File: config.mk
export PLATFORM = sky130hd
export DESIGN_NAME = hazard_ctrl
export DESIGN_NICKNAME = d
export VERILOG_FILES = /design/src/rtl/hazard_ctrl.sv
export SDC_FILE = /design/constraint.sdc
export NUM_CORES = 1
export LEC_CHECK = 0
export BUFFER_PORTS_ARGS = -buffer_cell sky130_fd_sc_hd__buf_2
export CORE_AREA = 2 2 49 51
export CTS_CLUSTER_DIAMETER = 50
export DETAILED_ROUTE_END_ITERATION = 6
export DIE_AREA = 0 0 51 53
export GPL_ROUTABILITY_DRIVEN = 0
export PLACE_DENSITY = 0.57
export SETUP_SLACK_MARGIN = 0.4
export SLEW_MARGIN = 0
export SYNTH_ARGS = -nofsm -noshare
export SYNTH_HDL_FRONTEND = slang
export SYNTH_SLANG_ARGS = --single-unit
File: constraint.sdc
create_clock -name clk -period 3.15 [get_ports clk]
set_clock_uncertainty 0.1 [all_clocks]
set_input_delay 0.315 -clock clk [delete_from_list [all_inputs] [get_ports clk]]
set_output_delay 0.315 -clock clk [all_outputs]
set_load 0.02 [all_outputs]
File: src/rtl/hazard_ctrl.sv
// hazard_ctrl: pipeline hazard and stall controller for the 5-stage CPU.
// Drives pause/flush for PC, IF/ID, ID/EX and EX/MEM. It handles three cases:
//   - the load-use bubble,
//   - the branch-taken squash,
//   - the multi-cycle mul/div stall.
// Optional build macro HAZARD_PERF_CNT_EN adds the stall_cycles and
// flush_count performance counters.
module hazard_ctrl #(
  parameter int unsigned MD_LATENCY = 32  // total stall cycles per mul/div op, 2..64
) (
  input  logic       clk,
  input  logic       resetn,            // asynchronous, active-high
  input  logic [4:0] id_rs1,
  input  logic [4:0] id_rs2,
  input  logic       id_use_rs1,
  input  logic       id_use_rs2,
  input  logic       ex_memread,
  input  logic [4:0] ex_rd,
  input  logic       ex_branch_taken,
  input  logic       ex_md_start,
  output logic       pc_pause,
  output logic       if_id_pause,
  output logic       if_id_flush,
  output logic       id_ex_pause,
  output logic       id_ex_flush,
  output logic       ex_mem_flush,
  output logic       md_busy,
  output logic       md_done
`ifdef HAZARD_PERF_CNT_EN
  ,
  output logic [31:0] stall_cycles,
  output logic [31:0] flush_count
`endif
);

  localparam logic [0:0] RUN     = 1'b0;
  localparam logic [0:0] MD_WAIT = 1'b1;

  localparam logic [5:0] MdLoad = 6'(MD_LATENCY - 1);

  logic [0:0] state_q, state_d;
  logic [5:0] cnt_q, cnt_d;
  logic       load_use;

  // A load in EX whose destination is read by the instruction in ID.
  always_comb begin
    load_use = ex_memread && (ex_rd != 5'd0) &&
               ((id_use_rs1 && (id_rs1 == ex_rd)) || (id_use_rs2 && (id_rs2 == ex_rd)));
  end

  // Output decode and next state; priority is md start, branch, load-use.
  always_comb begin
    state_d      = state_q;
    cnt_d        = cnt_q;
    pc_pause     = 1'b0;
    if_id_pause  = 1'b0;
    if_id_flush  = 1'b0;
    id_ex_pause  = 1'b0;
    id_ex_flush  = 1'b0;
    ex_mem_flush = 1'b0;
    md_busy      = 1'b0;
    md_done      = 1'b0;
    if (state_q == MD_WAIT) begin
      // EX holds the mul/div op; everything else is ignored.
      pc_pause     = 1'b1;
      if_id_pause  = 1'b1;
      id_ex_pause  = 1'b1;
      ex_mem_flush = 1'b1;
      md_busy      = 1'b1;
      cnt_d        = cnt_q - 6'd1;
      if (cnt_q == 6'd1) begin
        md_done = 1'b1;
        state_d = RUN;
      end
    end else if (ex_md_start) begin
      pc_pause     = 1'b1;
      if_id_pause  = 1'b1;
      id_ex_pause  = 1'b1;
      ex_mem_flush = 1'b1;
      state_d      = MD_WAIT;
      cnt_d        = MdLoad;
    end else if (ex_branch_taken) begin
      // The dependent instruction is squashed, so any load-use stall is dropped.
      if_id_flush = 1'b1;
      id_ex_flush = 1'b1;
    end else if (load_use) begin
      pc_pause    = 1'b1;
      if_id_pause = 1'b1;
      id_ex_flush = 1'b1;
    end
  end

  // FSM state and mul/div countdown; reset aborts any wait immediately.
  always_ff @(posedge clk or posedge resetn) begin
    if (resetn) begin
      state_q <= RUN;
      cnt_q   <= 6'd0;
    end else begin
      state_q <= state_d;
      cnt_q   <= cnt_d;
    end
  end

`ifdef HAZARD_PERF_CNT_EN
  // Free-running, wrapping event counters.
  always_ff @(posedge clk or posedge resetn) begin
    if (resetn) begin
      stall_cycles <= 32'd0;
      flush_count  <= 32'd0;
    end else begin
      if (pc_pause)    stall_cycles <= stall_cycles + 32'd1;
      if (if_id_flush) flush_count  <= flush_count + 32'd1;
    end
  end
`endif

endmodule

==> flow_summary.toml <==
[timing]
rsz0062_at_grt = "false"
min_period_over_period_pct = 68.0
hold_viol_final = 0
fmax_mhz = 467
period_minus_slack_ns = 2.14
slew-limit-headroom_pct = 72.1
fin_tns_setup_ns = 0
setup-violations-final = 0
drv_slew = 0
worst_pin_slew_ns = 0.413

[pwr]
seq_power_share_pct = 41.2
switching_share_pct = 36.9
power.share.combinational_pct = 37.9
ir_worst_vdd_mv = 0.221
power_density_nw_per_um2 = 574
leakagePower_nw = 0.352
p_sw_mw = 0.153
clkPwrFrac_pct = 20.9
power.internal_mw = 0.262

[detailed_routing]
drt_first_pass_iters = 2
viasPerCell = 4.47
vias = 532
drt-total-wl_microns = 1270
antenna_left = 0
wl_per_cell_microns = 10.7
drc = 0
drt_iter0_drc = 1

[clock_tree]
clock_tree.buffer_depth = 2
cts-resized-gates = 0
cts_tree = "built"
cts_root_buf = "clkbuf_4"
worst_skew_pair.late_latency_ns = 0.26
clk_pin_slew_ns = 0.06
cts_buffers = 3
cts_sinks = 7
htree_levels = 1

[setup_path]
critPathLaunchType = "register"
slowest_delay_ns = 0.50
crit_chain = "nor2_1 -> inv_1 -> o31ai_1 -> buf_2"
arrival_ns = 1.73
criticalPathCategory = "reg2out"
slowest_stage = "dfrtp_1"
required_ns = 2.73
critPathMaxFanout = 12
end_kind = "primary output"

[global_route]
grt_pass1_vias = 519
globalRouteTotalUtil_pct = 11.0
grt_max_degree = 13
grt_pass1_wl_microns = 2160
overflow = 0
antenna_found_initial = 0

[synthesis]
synth_top_cell_area_share_pct = 33.4
netlist_area_sq_um = 524
yosys.area_share.adder_pct = 4.77
muxShareOfSynthArea_pct = 1.91
synthXorXnorAreaFrac_pct = 18.4
ys_async_sr_fraction_pct = 100
ys.flop_type = "dfrtp_1"
yosysWarnings = 0
syn_nets = 84
synth_edf_count = 0
synth-simple-area-share_pct = 20.5
synth_top_family_by_area = "simple AND/OR/NAND/NOR gates"
synthCells = 60
synth_area_leaders = "dfrtp_1, xor2_1, xnor2_1"
ys_ff_latch = 7
yosysTopAreaCell = "dfrtp_1"
postSynthAreaPerCell_sq_um = 8.74
ys_seq_area_share_pct = 33.4
synth_compound_area_share_pct = 12.9
ys_types = 23

[floorplanning]
die_w_microns = 51
fp.coreArea_sq_um = 2150
core.rowCount = 17
io_pins = 30
die_area_sq_um = 2700
die_h_microns = 53
initial_core_util_pct = 24.4

[layout]
fin_cells = 119
finalNetCount = 116
mostFrequentLayoutCell = "buf_2"
final_cell_mix = "buf_2, xor2_1, dfrtp_1"
final_cell_area_sq_um = 722
n_antenna_cell = 0
drive_above_1_share_pct = 38.5
area_delta_synth_final_pct = 37.7

[placement]
dp_hpwl_microns = 1070
placed_cells = 114
port_buffers = 29
place_area_sq_um = 684

[flow_run]
maxCapViolations = 0

[hold_path]
hold_path.class = "in2reg"

[outcome]
outcome = "completed"
[cells by family after synthesis]
kind of cell / count (synthesis)
AO/OA/AOI/OAI: 11
multiplexers: 1
XOR/XNOR: 11
AND/OR/NAND/NOR: 19
buffers and inverters: 9
flip-flops: 7
adder cells (fa/ha/maj): 2
[worst paths after layout]
path	startpoint	endpoint	slack, ns	cells past startpoint
max	state_q	id_ex_flush	1.01	4
min	ex_md_start	cnt_q[2]	0.28	3
max reg2reg	cnt_q[0]	cnt_q[4]	1.56	5
min reg2reg	cnt_q[5]	cnt_q[5]	0.37	1
max in group asynchronous	resetn	cnt_q[3]	2.32	3
min in group asynchronous	resetn	cnt_q[2]	0.42	3
[registers in the layout, indices dropped and copies added, names as in the netlist]
| signal | count |
|---|---|
| cnt_q | 6 |
| state_q | 1 |
[layout make-up]
cell class	instances	area (sq um)
multi-input combinational	44	307
clock buffer	3	22.5
fill	232	1430
tap	28	35.0
inverter	6	22.5
sequential	7	175
timing repair buffer	30	155
clock inverter	1	5.00
[worst max-delay path, delay by kind of cell, from the launching register on]
family          cells  cell delay [ns]
flops               1             0.50
compound gates      1             0.27
buf+inv             2             0.36
simple gates        1             0.33
[through the flow]
| step | hold slack [ns] | power (mW) | utilization, % | setup WS, ns |
|---|---|---|---|---|
| after global routing | 0.294 | 0.457 | 33.6 | 0.841 |
| after CTS | 0.274 | 0.426 | 33.6 | 0.981 |
| after floorplan | 0.0184 | 0.286 | - | 0.972 |
| after detailed placement | 0.155 | 0.333 | 31.9 | 1.16 |
| after global placement | 0.159 | 0.326 | 31.9 | 1.20 |
| final | 0.277 | 0.415 | 33.6 | 1.01 |
[power groups by stage]
stage          clock (mW)  combinational, mW  sequential [mW]
6_report           0.0869              0.157            0.171
5_1_grt            0.0972              0.180            0.180
4_1_cts            0.0923              0.162            0.171
3_5_place_dp            0              0.159            0.173
3_3_place_gp            0              0.154            0.172
2_1_floorplan           0              0.123            0.163
[per-layer routing]
metal / track usage, % / up-vias / wire, microns
met2: 18.8 / 33 / 593
met1: 12.1 / 232 / 512
met3: 5.65 / 2 / 159
met4: 2.70 / 0 / 4
met5: 0 / - / 0
li1: - / 265 / -
[timing repair]
action	in CTS	in global routing
hold endpoints to repair	7	0
hold buffers	1	0
buffers inserted	0	0
[synth_stat cells (2+ instances only)]
| library cell | number |
|---|---|
| xnor2_1 | 3 |
| buf_4 | 2 |
| o21ai_0 | 2 |
| ha_1 | 2 |
| xor2_1 | 8 |
| nand2_1 | 3 |
| nor2_1 | 5 |
| dfrtp_1 | 7 |
| a21oi_1 | 5 |
| o31ai_1 | 2 |
| nor3_1 | 4 |
| inv_1 | 6 |
Power figures use the tool's default switching activity.
